<file path="config.mk">
export PLATFORM = sky130hd
export DESIGN_NAME = fp16_add_sequencer
export DESIGN_NICKNAME = d
export VERILOG_FILES = /design/src/rtl/fp16_pkg.sv /design/src/rtl/fp16_res_fifo.sv /design/src/rtl/fp16_add_sequencer.sv
export SDC_FILE = /design/constraint.sdc
export NUM_CORES = 1
export LEC_CHECK = 0
export ABC_AREA = 1
export BUFFER_PORTS_ARGS = -buffer_cell sky130_fd_sc_hd__buf_2
export CAP_MARGIN = 15
export CORE_UTILIZATION = 60
export CTS_CLUSTER_DIAMETER = 120
export DETAILED_ROUTE_END_ITERATION = 10
export MAX_ROUTING_LAYER = met4
export PLACE_DENSITY = 0.9
export RECOVER_POWER = 100
export REMOVE_ABC_BUFFERS = 1
export SYNTH_ARGS = -nofsm -noshare
export SYNTH_HDL_FRONTEND = slang
export SYNTH_SLANG_ARGS = --single-unit
</file>
<file path="constraint.sdc">
create_clock -name clk -period 3.8 [get_ports clk]
set_input_delay 0.95 -clock clk [delete_from_list [all_inputs] [get_ports clk]]
set_output_delay 0.95 -clock clk [all_outputs]
set_load 0.005 [all_outputs]
</file>
<file path="src/rtl/fp16_pkg.sv">
// fp16_pkg: shared fp16 field layout, constants and result entry type
// for the fp16 add sequencer and its result FIFO.
package fp16_pkg;

    localparam int FP16_W    = 16;
    localparam int EXP_W     = 5;
    localparam int MAN_W     = 10;
    localparam int SIGN_BIT  = 15;
    localparam int SEQ_TAG_W = 4;

    localparam logic [FP16_W-1:0] FP16_INF = 16'h7C00;
    localparam logic [FP16_W-1:0] FP16_ONE = 16'h3C00;

    typedef struct packed {
        logic                 ovf;
        logic [SEQ_TAG_W-1:0] tag;
        logic [FP16_W-1:0]    res;
    } res_entry_t;

    // A-B is issued as A+(-B): only the sign bit of B changes.
    function automatic logic [FP16_W-1:0] fp16_cond_neg(
        input logic [FP16_W-1:0] x,
        input logic              neg
    );
        return {x[SIGN_BIT] ^ neg, x[SIGN_BIT-1:0]};
    endfunction

endpackage

</file>
<file path="src/rtl/fp16_res_fifo.sv">
// fp16_res_fifo: in-order synchronous result FIFO with occupancy count.
// Storage is register based so the head entry is visible without latency.
module fp16_res_fifo
    import fp16_pkg::*;
#(
    parameter int DEPTH = 4,
    parameter int W     = 21,
    parameter int CNT_W = $clog2(DEPTH) + 1
) (
    input  logic             clk,
    input  logic             rst,
    input  logic             i_push,
    input  logic [W-1:0]     i_data,
    input  logic             i_pop,
    output logic             o_valid,
    output logic [W-1:0]     o_data,
    output logic [CNT_W-1:0] o_count
);

    localparam int AW = $clog2(DEPTH);

    logic [W-1:0]     r_mem [DEPTH];
    logic [AW-1:0]    r_wr;
    logic [AW-1:0]    r_rd;
    logic [CNT_W-1:0] r_count;
    logic             w_pop;
    logic             w_empty;
    logic             w_full;

    assign w_empty = (r_count == '0);
    assign w_full  = (r_count == CNT_W'(DEPTH));
    assign w_pop   = i_pop & ~w_empty;

    always_ff @(posedge clk or negedge rst) begin
        if (!rst) begin
            r_wr    <= '0;
            r_rd    <= '0;
            r_count <= '0;
            for (int i = 0; i < DEPTH; i++) begin
                r_mem[i] <= '0;
            end
        end else begin
            if (i_push) begin
                r_mem[r_wr] <= i_data;
                r_wr        <= r_wr + AW'(1);
            end
            if (w_pop) begin
                r_rd <= r_rd + AW'(1);
            end
            if (i_push && !w_pop) begin
                r_count <= r_count + CNT_W'(1);
            end else if (!i_push && w_pop) begin
                r_count <= r_count - CNT_W'(1);
            end
        end
    end

    always_ff @(posedge clk) begin
        if (rst) begin
            assert (!(i_push && !w_pop && w_full));
        end
    end

    assign o_valid = ~w_empty;
    assign o_data  = r_mem[r_rd];
    assign o_count = r_count;

endmodule

</file>
<file path="src/rtl/fp16_add_sequencer.sv">
// fp16_add_sequencer: issues add/sub commands to an external single-cycle
// fp16 adder and returns tagged results in order through a credited FIFO.
module fp16_add_sequencer
    import fp16_pkg::*;
#(
    parameter int DEPTH = 4,
    parameter int TAG_W = SEQ_TAG_W
) (
    input  logic              clk,
    input  logic              rst,
    input  logic              s_valid,
    output logic              s_ready,
    input  logic [FP16_W-1:0] s_a,
    input  logic [FP16_W-1:0] s_b,
    input  logic              s_sub,
    output logic              add_valid,
    output logic [FP16_W-1:0] add_a,
    output logic [FP16_W-1:0] add_b,
    input  logic [FP16_W-1:0] add_res,
    input  logic              add_ovf,
    input  logic              add_vld,
    output logic              m_valid,
    input  logic              m_ready,
    output logic [FP16_W-1:0] m_res,
    output logic              m_ovf,
    output logic [TAG_W-1:0]  m_tag,
    output logic              err_orphan
);

    localparam int CNT_W = $clog2(DEPTH) + 1;
    localparam int SUM_W = CNT_W + 1;
    localparam int ENT_W = 1 + TAG_W + FP16_W;

    logic              r_s_ready;
    logic              r_add_valid;
    logic [FP16_W-1:0] r_add_a;
    logic [FP16_W-1:0] r_add_b;
    logic [1:0]        r_pend;
    logic [TAG_W-1:0]  r_iss_tag;
    logic [TAG_W-1:0]  r_wr_tag;
    logic              r_err;

    logic              w_accept;
    logic              w_push;
    logic              w_pop;
    logic              w_fifo_vld;
    logic [CNT_W-1:0]  w_count;
    logic [CNT_W-1:0]  w_count_nxt;
    logic [1:0]        w_pend_nxt;
    logic [SUM_W-1:0]  w_used_nxt;
    logic [ENT_W-1:0]  w_wr_ent;
    logic [ENT_W-1:0]  w_rd_ent;

    assign w_accept = s_valid & r_s_ready;
    assign w_push   = add_vld & (r_pend != 2'd0);
    assign w_pop    = w_fifo_vld & m_ready;

    always_comb begin
        w_pend_nxt  = r_pend;
        w_count_nxt = w_count;
        if (w_accept && !w_push) begin
            w_pend_nxt = r_pend + 2'd1;
        end else if (!w_accept && w_push) begin
            w_pend_nxt = r_pend - 2'd1;
        end
        if (w_push && !w_pop) begin
            w_count_nxt = w_count + CNT_W'(1);
        end else if (!w_push && w_pop) begin
            w_count_nxt = w_count - CNT_W'(1);
        end
    end

    // Credits count both stored results and those still in the adder pipe.
    assign w_used_nxt = SUM_W'(w_count_nxt) + SUM_W'(w_pend_nxt);

    always_ff @(posedge clk or negedge rst) begin
        if (!rst) begin
            r_s_ready   <= 1'b0;
            r_add_valid <= 1'b0;
            r_add_a     <= '0;
            r_add_b     <= '0;
            r_pend      <= 2'd0;
            r_iss_tag   <= '0;
            r_wr_tag    <= '0;
            r_err       <= 1'b0;
        end else begin
            r_s_ready   <= (w_used_nxt < SUM_W'(DEPTH));
            r_add_valid <= w_accept;
            r_pend      <= w_pend_nxt;
            if (w_accept) begin
                r_add_a   <= s_a;
                r_add_b   <= fp16_cond_neg(s_b, s_sub);
                r_iss_tag <= r_iss_tag + TAG_W'(1);
            end
            if (w_push) begin
                r_wr_tag <= r_wr_tag + TAG_W'(1);
            end
            if (add_vld && r_pend == 2'd0) begin
                r_err <= 1'b1;
            end
        end
    end

    // Every issued tag not yet written must still be pending.
    always_ff @(posedge clk) begin
        if (rst) begin
            assert (TAG_W'(r_iss_tag - r_wr_tag) == TAG_W'(r_pend));
            assert (r_pend != 2'd3);
        end
    end

    assign w_wr_ent = {add_ovf, r_wr_tag, add_res};

    fp16_res_fifo #(
        .DEPTH (DEPTH),
        .W     (ENT_W),
        .CNT_W (CNT_W)
    ) u_fifo (
        .clk     (clk),
        .rst     (rst),
        .i_push  (w_push),
        .i_data  (w_wr_ent),
        .i_pop   (w_pop),
        .o_valid (w_fifo_vld),
        .o_data  (w_rd_ent),
        .o_count (w_count)
    );

    assign s_ready    = r_s_ready;
    assign add_valid  = r_add_valid;
    assign add_a      = r_add_a;
    assign add_b      = r_add_b;
    assign m_valid    = w_fifo_vld;
    assign {m_ovf, m_tag, m_res} = w_rd_ent;
    assign err_orphan = r_err;

endmodule

</file>
# Word-level counts from Yosys, hierarchy flattened
# Index checks and enable logic that the tools add are counted.
# totals
output_inout_bits,57
ff_bits,132
input_bits,55
word_cells,62
# classes
addsub,8
n_mux,12
bitwise_logic,8
reduce_logical,16
n_lt_le_gt_ge,4
# op_table
cell,count
84-bit bitwise mux,1
21-bit 2-to-1 mux,3
21-bit binary-select mux with 2-bit select,1
21-bit demux with 2-bit select,1
3-bit 2-to-1 mux,4
1-bit logical AND,8
"2-bit by 1-bit adder with 2-bit output, second input constant",3
"3-bit greater-or-equal comparator, second input constant",2
2-bit inverter with 3-bit output,2
3-bit by 2-bit adder with 4-bit output,1
"4-bit by 1-bit adder with 4-bit output, second input constant",1
1-bit AND,4
1-bit logical NOT,4
"4-bit by 3-bit less-than comparator with 1-bit output, second input constant",1
2-bit 2-to-1 mux,2
2-bit nonzero test,2
"3-bit by 1-bit adder with 3-bit output, second input constant",1
3-bit logical NOT,1
"3-bit by 1-bit less-than comparator with 1-bit output, second input constant",1
"3-bit by 1-bit subtractor with 3-bit output, second input constant",1
2-bit logical NOT,1
"2-bit by 1-bit subtractor with 2-bit output, second input constant",1
1-bit inverter,1
1-bit bitwise XOR,1

# Longest topological paths before layout
# Gate-level depths: netlist of run 1.
# logic_depth
word_depth,8
mapped_depth,13
mapped_depth_nobuf,13

# Hierarchy
# From an unflattened synthesis of run 1, not the netlist that was laid out.
# unflattened
cells_unflattened,703
hier_area_um2,6079.6
# by_module_without_submodules
module,n_inst,area_each_um2,cells_each,seq_area_each_um2
fp16_res_fifo,1,4339.2,500,2277.2
fp16_add_sequencer,1,1740.4,203,1026.0

# Least setup slack after synthesis of run 1
# OpenSTA, ideal clock, no wires.
# synth_timing
path_type,input port to flip-flop
from,input m_ready
to,register r_s_ready (netlist: s_ready)
setup_time_ns,0.121
cell_stages,9
path_slack_ns,1.659
arrival_time_ns,2.020
t_required_ns,3.679
n_path_buf,0
cell_sequence,nand2_1 > inv_1 > ha_1 > o21ai_0 > o21ai_0 > ha_1 > nand2_1 > nor2_1 > a21oi_1
# synth_via
elab_chain_cells,6
word_cells_on_any_way,8
classes_between,add/sub (1); order compare (1); mux (2); bitwise (1); reduce/logical (3)
# synth_rtl
element,line,text
start: declaration,fp16_add_sequencer.sv:23,"input logic m_ready,"
1-bit AND *,fp16_add_sequencer.sv:56,assign w_pop = w_fifo_vld & m_ready;
1-bit logical AND or 1-bit logical NOT (tied branches),"fp16_add_sequencer.sv:68, fp16_add_sequencer.sv:66",
3-bit 2-to-1 mux or 1-bit logical AND (tied branches),"fp16_add_sequencer.sv:68, fp16_add_sequencer.sv:66",
3-bit 2-to-1 mux *,fp16_add_sequencer.sv:66,if (w_push && !w_pop) begin
3-bit by 2-bit adder with 4-bit output *,fp16_add_sequencer.sv:74,assign w_used_nxt = SUM_W'(w_count_nxt) + SUM_W'(w_pend_nxt);
4-bit by 3-bit less-than comparator with 1-bit output *,fp16_add_sequencer.sv:87,r_s_ready <= (w_used_nxt < SUM_W'(DEPTH));
end signal: assignment,fp16_add_sequencer.sv:87,
end: declaration,fp16_add_sequencer.sv:34,logic r_s_ready;
# Mark *: on every way between the ends. The rest lies on a longest branch, timed or not.
# A chain may end at the register's enable or synchronous reset.

# Final worst setup path of run 1
# layout_timing
from,register u_fifo.r_rd[1]
to,output m_res[4]
# layout_via
elab_chain_cells,4
# layout_rtl
element,line,text
start: declaration,fp16_res_fifo.sv:24,logic [AW-1:0] r_rd;
start signal: assignment,fp16_res_fifo.sv:48,r_rd <= r_rd + AW'(1);
2-bit inverter with 3-bit output (not written as such),fp16_res_fifo.sv:65,assign o_data = r_mem[r_rd];
21-bit binary-select mux with 2-bit select,fp16_res_fifo.sv:65,
21-bit 2-to-1 mux (not written as such) (2 in a row),fp16_res_fifo.sv:65,
end: declaration,fp16_add_sequencer.sv:24,"output logic [FP16_W-1:0] m_res,"
# No other way between the ends. The select of a mux whose other input is x is not followed.

==> results of run 1 <==
## sequential cells by signal (all words and copies together) (netlist names), 2 cells and up
register	flops
u_fifo.r_rd	2
r_pend	2
u_fifo.r_mem	84
add_a	16
u_fifo.r_wr	2
u_fifo.o_count	3
add_b	16
r_wr_tag	4
## routing by layer
| layer | vias up | share of wire [%] |
|---|---|---|
| met3 | 22 | 6.5 |
| met5 | - | 0 |
| li1 | 2285 | - |
| met1 | 2288 | 43 |
| met2 | 193 | 49 |
| met4 | 0 | 1.3 |
## logic make-up after synthesis
| family | Yosys count | synth area share, % |
|---|---|---|
| buffers and inverters | 73 | 7.01 |
| adder cells (fa/ha/maj) | 13 | 2.74 |
| AND/OR/NAND/NOR | 261 | 17.4 |
| AO/OA/AOI/OAI | 159 | 16.0 |
| flip-flops | 132 | 55.6 |
| XOR/XNOR | 8 | 1.18 |
## area by class of cell
type / instances / area (um^2)
Fill cell: 736 / 2680
Tap cell: 129 / 161
Timing Repair Buffer: 115 / 538
Inverter: 38 / 144
Sequential cell: 132 / 3300
Clock inverter: 5 / 50.0
Clock buffer: 25 / 484
Multi-Input combinational cell: 441 / 2050
## power by group
part | internal, mW | switching, mW
logic | 0.826 | 1.34
registers | 2.06 | 0.428
clock network | 0.925 | 0.549
## synth_stat cells, types with 6 or more instances
cell     count  share of area [%]
nand2_1    197                 12
dfrtp_1    132                 56
o21ai_1     51                4.3
nor2_1      49                3.1
o21ai_0     49                4.1
inv_1       35                2.2
o21ai_2     34                5.0
o22ai_1     21                2.2
buf_6       16                3.0
ha_1        13                2.7
buf_2       10               0.84
nand3_1      6               0.51
xor2_1       6               0.88
## critical path, delay by kind of cell, from the launching register on
family                 cells  cell delay, ns
DFF                        1            0.67
buffers and inverters      2            0.84
AOI/OAI and AO/OA          2            0.42
## stage by stage
step | cells | power [mW] | setup WS (ns) | utilization, % | cell area (um^2)
6_report | 885 | 6.13 | 0.396 | 71.5 | 6740
5_1_grt | 885 | 6.63 | 0.140 | 71.5 | 6740
4_1_cts | 885 | 6.41 | 0.429 | 74.0 | 6970
3_5_place_dp | 855 | 4.89 | 1.06 | 68.4 | 6440
3_3_place_gp | 855 | 4.73 | 1.16 | 68.4 | 6440
2_1_floorplan | 611 | 3.96 | 0.970 | - | 5680
## worst min path at each step
stage / slack (ns) / to / start
detailed placement: 0.46 / err_orphan / err_orphan
floorplan: 0.44 / r_wr_tag[3] / r_wr_tag[3]
CTS: 0.47 / err_orphan / err_orphan
finish: 0.46 / err_orphan / err_orphan
global route: 0.50 / add_a[2] / add_a[2]
global placement: 0.44 / err_orphan / err_orphan
## placed cells by master (no fill, tap or decap), types with 4 or more instances in the layout
cell	n
o21ai_1	4
nand3_1	6
buf_2	68
clkinv_2	4
clkbuf_1	47
ha_1	13
xor2_1	6
dfrtp_1	132
nor2_1	50
nand2_1	202
inv_1	36
clkbuf_8	5
o21ai_0	130
clkbuf_16	16
o22ai_1	21
==> impl_results.md, run 1 <==
- Cell variety after synth: 27
- Cts bufs inserted: 17
- Critical Path Sink Type: primary output
- Layout cells sized above 1: 13.2%
- Post-CTS Resized: 0
- Status: finished, violations left
- CP max stage cell: dfrtp_1
- Die X-Extent: slightly above 100 um
- Final wirelength: 13,000 um
- GRT Max-Usage Layer: met2
- Pin count of the biggest net entering global routing: 60
- Die area: between 0.01 and 0.015 mm^2
- Flop and latch count out of synthesis: 132
- Crit Path Class: reg2out
- Die Y: 102 um
- Least-Margin Pin Slew: 2.83 ns
- Wirelength per Cell: approximately 15 um
- Routability Congestion: between 0.7 and 0.8
- Worst vdd ir: between 500 and 600 uV
- GRT overflow: 0
- Syn Area/Cell: ~9.2 um^2
- Worst-path clk slew: 0.05 ns
- Max transition margin: -88.6%
- Initial antenna violation count: 0
- Pwr Density: 910 mW/mm^2
- Reg-to-reg slack, setup: around 0.97 ns
- Core region area: 0.00942 mm^2
- Met2 Use GR: 47.4%
- DR iter-0 viols: 409
- DR DRC count: 0
- Post-synthesis sequential area ratio: between 50% and 60%
- Initial core utilization: 63.1%
- TritonCTS Sinks: between 100 and 150
- Number of global-route vias before repair: between 4,000 and 5,000
- Post-route antenna net violation count: 0
- Worst setup SP type: flop
- Crit share post-route: roughly nine tenths
- Final Hold Fails: 0
- H-tree levels: 4
- Critical path endpoint: m_res[4]
- Vias: 4,788
- Hold_ws: about 0.46 ns
- GRT Total Usage: 29.0%
- Hold buffers post-CTS: 0
- Worst R2R Path Depth: 7
- Drt first pass iters: 5
- FF-to-FF End: u_fifo.r_mem[68]
- RSZ-0062 raised after global routing: no
- Critical path, cell by cell: inv_1 -> o21ai_0 -> o22ai_1 -> clkbuf_1
- Global-route wire length before repair: ~22,000 um
- Number of flops mapped to enable cells by yosys: 0
- Area Growth Syn to Fin: 13.4%
- Cell Area, Synth: between 0.005 and 0.006 mm^2
- Max-cap violations: 1
- Vias/cell: between 5 and 6
- Async SR Flop Fraction: between 90% and 100%
- Crit path max fanout: 23
- Pins Over Slew Limit: 52
- Worst Setup SP: u_fifo.r_rd[1]
- Warnings from Yosys: 0
- Crit path largest cell delay: 0.67 ns
- Final setup TNS: 0 ns
- FP Rows: 35
- Clk_skew: about 0.0063 ns
- Clock Latency Late Sink: between 0.5 and 0.6 ns
- Clock root cell: clkbuf_8
- WP data required: between 2 and 3 ns
- Worst Path Arrival: 2.45 ns
- Final setup viols: 0
- # nets final: 813
- I/O Buffers: 111
- Failing checks: max-capacitance violations, max-slew violations
- CTS tree: built
- Fin crit period: 3.40 ns
- HP Class: reg2reg
- CTS max path bufs: 2
- Primary FF master, synth: dfrtp_1
- LEAKAGE: 3.42 nW
- Detailed Place HPWL: 8390 um
- Diode count: 0
- Met1 global-route usage: 35.7%
- Fmax: 294 MHz
- Top-Level Pins: 112
- RR Startpoint: r_pend[0]
- Setup Buffers After CTS: 0
- Hold depth: 1
- M3 GR Usage: a little under 7%
- Cell count after synthesis: 646
(Power assumes the default switching activity.)
==> inputs of run 2 (changes only) <==
Settings changed: CORE_UTILIZATION 60 to 55, PLACE_DENSITY 0.9 to 0.84.
==> impl_results.md, run 2 (synthesis results as in run 1) <==
- Status: finished, violations left
- Failing checks: max-capacitance violations, max-slew violations
- Clock Latency Late Sink: around 0.52 ns
- Final Hold Fails: 0
- Top-Level Pins: 112
- Post-route antenna net violation count: 0
- Area Growth Syn to Fin: 15.7%
- Sw frac: between 30% and 40%
- Die X-Extent: 106 um
- Fin crit period: 2.94 ns
- Crit path max fanout: 43
- Clock power frac: 27.2%
- I/O Buffers: 111
- Top reg by flops: u_fifo.r_mem
- Internal: roughly 4 mW
- Clock root cell: clkbuf_8
- Placed cell areas: 0.00645 mm^2
- Max FFs per register: between 80 and 90
- CTS max path bufs: 2
- Initial antenna violation count: 0
- Final Worst Setup Slack: 0.861 ns
- Worst Hold Endpoint: err_orphan
- LEAKAGE: 3.50 nW
- FF-to-FF End: s_ready
- DR iter-0 viols: ~370
- GRT Total Usage: 26.1%
- Final setup viols: 0
- Non-filler cells, final: ~900
- Worst Path Arrival: 1.99 ns
- Crit share post-route: 77.4%
- RSZ-0062 raised after global routing: no
- Max transition margin: -17.1%
- Worst R2R Path Depth: 12
- Critical Path Sink Type: primary output
- Most frequent cells in the layout: 198 x nand2_1, 132 x dfrtp_1, 127 x o21ai_0
- Detailed Place HPWL: 7910 um
- Fillers: about 880
- Clk_skew: 0.00917 ns
- Pwr Density: 938 mW/mm^2
- CP max stage cell: inv_2
- Wirelength per Cell: 14.7 um
- Dpl ws: 1.17 ns
- Final setup TNS: 0 ns
- NetSw: 2.39 mW
- Final wirelength: ~13,000 um
- Global-route wire length before repair: 22,000 um
- Worst-path clk slew: 0.06 ns
- Worst setup SP type: flop
- Post-CTS Resized: 0
- Hold buffers post-CTS: 0
- FP Rows: 37
- Initial core utilization: 57.0%
- Fmax: 340 MHz
- H-tree levels: 4
- Diode count: 0
- Pins Over Slew Limit: about 130
- Vias: 4,780
- Core region area: around 0.010 mm^2
- Sequential cell area: between 0.003 and 0.004 mm^2
- Multi-input gate area: between 0.002 and 0.0025 mm^2
- # nets final: 813
- GRT overflow: 0
- Routability Congestion: around 0.85
- Least-Margin Pin Slew: 1.76 ns
- Die Y: 106 um
- WP data required: 2.85 ns
- TritonCTS Sinks: about 130
- Logic pwr share: 35.2%
- Crit Path Class: reg2out
- Finished Cell Area: 0.00687 mm^2
- Drt first pass iters: 5
- Vias/cell: 5.35
- Number of global-route vias before repair: around 4,800
- Die area: ~0.011 mm^2
- Min-delay src: err_orphan
- Hold depth: 1
- Placed cell count: 862
- HP Class: reg2reg
- Pin count of the biggest net entering global routing: 133
- Worst vdd ir: ~480 uV
- Crit path largest cell delay: 0.53 ns
- Sequential share of power: a little under two fifths
- Setup Buffers After CTS: 0
- Total power: 6.44 mW
- Layout cells sized above 1: 15.7%
- RR Startpoint: r_pend[0]
- Max-cap violations: 1
- Critical path, cell by cell: inv_2 -> o21ai_0 -> o22ai_1 -> clkbuf_1
- Most common cell after layout, fill and taps aside: nand2_1
- Cts bufs inserted: 17
- DR DRC count: 0
- Reg-to-reg slack, setup: 1.08 ns
- CTS tree: built
run 2: changes by cell type in the layout (fill, tap and decap cells not counted), sizes merged:
cell | before | now
buf | 71 | 76
bufinv | 1 | 5
clkbuf | 69 | 58
clkinv | 4 | 5
clkinvlp | 1 | 3
run 2: worst max path at each step:
stage | endpoint | from | cells past startpoint | slack, ns
finish | m_res[4] | u_fifo.r_rd[0] | 4 | 0.86
detailed placement | s_ready | s_valid | 11 | 1.17
global placement | s_ready | s_valid | 11 | 1.32
CTS | m_res[2] | u_fifo.r_rd[0] | 4 | 0.82
floorplan | s_ready | s_valid | 9 | 0.97
global route | m_res[4] | u_fifo.r_rd[0] | 4 | 0.66
run 2: area by class of cell:
cell class	instances	share of cell area, %
Clock buffer	19	6.28
Inverter	38	2.09
Multi-Input combinational cell	441	30.2
Sequential cell	132	48.1
Timing Repair Buffer	115	7.90
Tap cell	136	2.48
Clock inverter	12	2.99
run 2: per-stage QoR:
step,util (%),hold slack (ns)
global route,66.0,0.482
global placement,61.9,0.439
detailed placement,61.9,0.451
floorplan,-,0.442
finish,66.0,0.459
CTS,68.0,0.467
run 2: power groups by stage:
stage | Combinational (mW) | Clock (mW) | Sequential [mW]
CTS | 2.53 | 1.78 | 2.42
global placement | 2.38 | 0 | 2.39
finish | 2.27 | 1.75 | 2.43
global route | 2.61 | 1.83 | 2.49
detailed placement | 2.50 | 0 | 2.42
floorplan | 1.55 | 0 | 2.41
run 2: metal layers:
layer / track usage, % / vias up / share of wire [%]
met4: 7.04 / 0 / 1.1
met3: 6.87 / 17 / 6.2
met2: 44.0 / 173 / 49
met1: 31.1 / 2308 / 44
met5: - / - / 0
li1: - / 2282 / -
run 2: critical path: cells and delay by family (launching register included):
family	cells	cell delay, ns
buffers and inverters	2	0.68
DFF	1	0.40
AOI/OAI and AO/OA	2	0.38
==> inputs of run 3 (changes only) <==
Settings changed: ABC_AREA 1 to 0, CORE_UTILIZATION 55 to 50, PLACE_DENSITY 0.84 to 0.81.
Clock period 3.8 ns to 2.4 ns, I/O delays scaled along.
==> impl_results.md, run 3 <==
- Pins Over Slew Limit: 0
- Pin count of the biggest net entering global routing: 79
- Cell Area, Synth: 0.00573 mm^2
- CP max stage cell: mux4_2
- Clock root cell: clkbuf_16
- Top cells by count, synth: 132 x dfrtp_1, 110 x mux2_2, 21 x mux4_2
- Sw frac: 29.5%
- Primary FF master, synth: dfrtp_1
- Final Worst Setup Slack: between 0.08 and 0.09 ns
- WP data required: 1.80 ns
- Global-route wire length before repair: 18,100 um
- Initial antenna violation count: 0
- Worst R2R Path Depth: 11
- Area Growth Syn to Fin: 22.3%
- Post-synthesis sequential area ratio: 57.7%
- Number of global-route vias before repair: ~3,700
- HP Class: in2reg
- Pwr Density: 1480 mW/mm^2
- Fin crit period: 2.31 ns
- Clk_skew: 0.00775 ns
- Critical Path Sink Type: primary output
- Cts bufs inserted: 17
- Top-Level Pins: 112
- Top post-synthesis cells by area: dfrtp_1 58%, mux2_2 22%, mux4_2 8.3%
- Dpl ws: about 0.028 ns
- LEAKAGE: 3.18 nW
- Detailed Place HPWL: 7150 um
- TritonCTS Sinks: 132
- H-tree levels: 4
- Crit path largest cell delay: 0.54 ns
- Finished Cell Area: approximately 0.0070 mm^2
- I/O Buffers: 111
- Total power: around 10 mW
- Leading area contributor after synthesis: dfrtp_1
- Post-layout util: 63.8%
- Die area: 0.0119 mm^2
- Fillers: 814
- Worst Path Arrival: about 1.7 ns
- Internal: 7.32 mW
- # nets final: 550
- Reg-to-reg slack, setup: 0.13 ns
- Status: completed
- Crit share post-route: a little over nine tenths
- Non-filler cells, final: around 630
- GRT Total Usage: 21.4%
- Worst-path clk slew: 0.06 ns
- Flop and latch count out of synthesis: around 130
- Logic pwr share: 37.1%
- Fmax: approximately 430 MHz
- Routability Congestion: 0.769
- Final wirelength: 11,000 um
- Most numerous cell in the Yosys netlist: dfrtp_1
- Diode count: 0
- Drt first pass iters: 4
- Wirelength per Cell: between 15 and 20 um
- Die Y: roughly 110 um
- Post-route antenna net violation count: 0
- CTS tree: built
- Min-delay src: s_a[13]
- Clock power frac: 24.5%
- Syn Area/Cell: roughly 16 um^2
- DR DRC count: 0
- Most common cell after layout, fill and taps aside: dfrtp_1
- Placed cell areas: 0.00654 mm^2
- DR iter-0 viols: 105
- Layout cells sized above 1: 52.4%
- Final setup viols: 0
- Sequential cell area: 0.00330 mm^2
- FF-to-FF End: s_ready
- Async SR Flop Fraction: 100%
- Vias/cell: between 5 and 6
- Multi-input gate area: 0.00227 mm^2
- Max FFs per register: 84
- Max-cap violations: 0
- Initial core utilization: a little over half
- NetSw: ~3.1 mW
- Die X-Extent: 109 um
- Hold depth: 2
- Number of flops mapped to enable cells by yosys: 0
- Crit Path Class: reg2out
- Crit path max fanout: 23
- Clock Latency Late Sink: 0.41 ns
- Final Hold Fails: 0
- CTS max path bufs: 2
- Core region area: 0.0110 mm^2
- Top reg by flops: u_fifo.r_mem
- Post-synth top area share: ~58%
- Placed cell count: 602
- Least-Margin Pin Slew: between 1 and 1.5 ns
- Sequential share of power: between 30% and 40%
- Worst vdd ir: 784 uV
- Worst setup SP type: flop
- Max transition margin: 15.0%
- RSZ-0062 raised after global routing: no
- Vias: ~3,400
- Critical path, cell by cell: buf_12 -> mux4_2 -> buf_2
- Cell count after synthesis: between 300 and 400
- FP Rows: 38
- Warnings from Yosys: 0
- RR Startpoint: u_fifo.o_count[1]
- GRT overflow: 0
- Worst Hold Endpoint: add_a[13]
- Most frequent cells in the layout: 132 x dfrtp_1, 110 x mux2_2, 80 x buf_2
- Cell variety after synth: 31
## run 3: changes by cell type after synthesis, moves of 6 or more
cell     before  now
mux4_2        0   21
xnor2_1       2    8
mux2_1        0    6
o22ai_1      21    0
o21ai_2      34    0
inv_1        35    7
buf_6        16    5
o21ai_1      51    0
nand2_1     197   12
o21ai_0      49    4
mux2_2        0  110
nor2_1       49    1
## run 3: layout make-up
cell class | instances | share of cell area (%)
clock buffer | 25 | 7.36
clock inverter | 4 | 1.00
inverter | 9 | 0.554
multi-input combinational | 196 | 32.4
sequential | 132 | 47.2
tap | 140 | 2.50
timing repair buffer | 126 | 9.07
## run 3: logic make-up after synthesis
kind of cell	Yosys count	share of synthesized area, %
compound gates	7	0.830
fa+ha+maj	15	3.19
simple gates	23	2.08
xor+xnor	11	1.92
flops	132	57.7
mux	140	31.6
buf+inv	26	2.73
## run 3: layer usage
layer / track usage, % / part of all wire [%] / vias to the layer above
met4: 9.07 / 1.3 / 0
li1: - / - / 1536
met3: 6.04 / 6.1 / 14
met1: 25.5 / 42 / 1716
met2: 34.0 / 51 / 105
met5: - / 0 / -
## run 3: power groups by stage
stage                     sequential, mW  clock, mW  combinational, mW
after detailed placement            3.99          0               4.07
after CTS                           3.99       2.60               4.09
after floorplan                     3.97          0               2.49
final                               3.99       2.54               3.85
after global placement              3.89          0               3.91
after global routing                4.13       2.70               4.23
## run 3: worst max-delay path by stage
stage                          end  slack, ns         startpoint
after CTS                  s_ready       0.02  u_fifo.o_count[1]
after global placement     s_ready       0.10            m_ready
after global routing      m_tag[2]      0.007     u_fifo.r_rd[0]
final                     m_tag[2]       0.09     u_fifo.r_rd[0]
after detailed placement   s_ready       0.03            s_valid
after floorplan            s_ready      -0.55            s_valid
## run 3: critical path: cells and delay by family (launching register included)
family / cells / cell delay (ns)
flip-flops: 1 / 0.37
multiplexers: 1 / 0.54
buffers and inverters: 2 / 0.39
## run 3: stage by stage
stage,hold slack (ns),setup TNS [ns]
6_report,0.419,0
4_1_cts,0.401,0
3_3_place_gp,0.407,0
3_5_place_dp,0.406,0
5_1_grt,0.403,0
2_1_floorplan,0.304,-0.554
## run 3: what timing repair did
item,in CTS,in global routing
buffers inserted,0,0
hold buffers,1,0
setup endpoints to repair,0,1
resized for setup,0,2
endpoints found under the hold margin,1,0
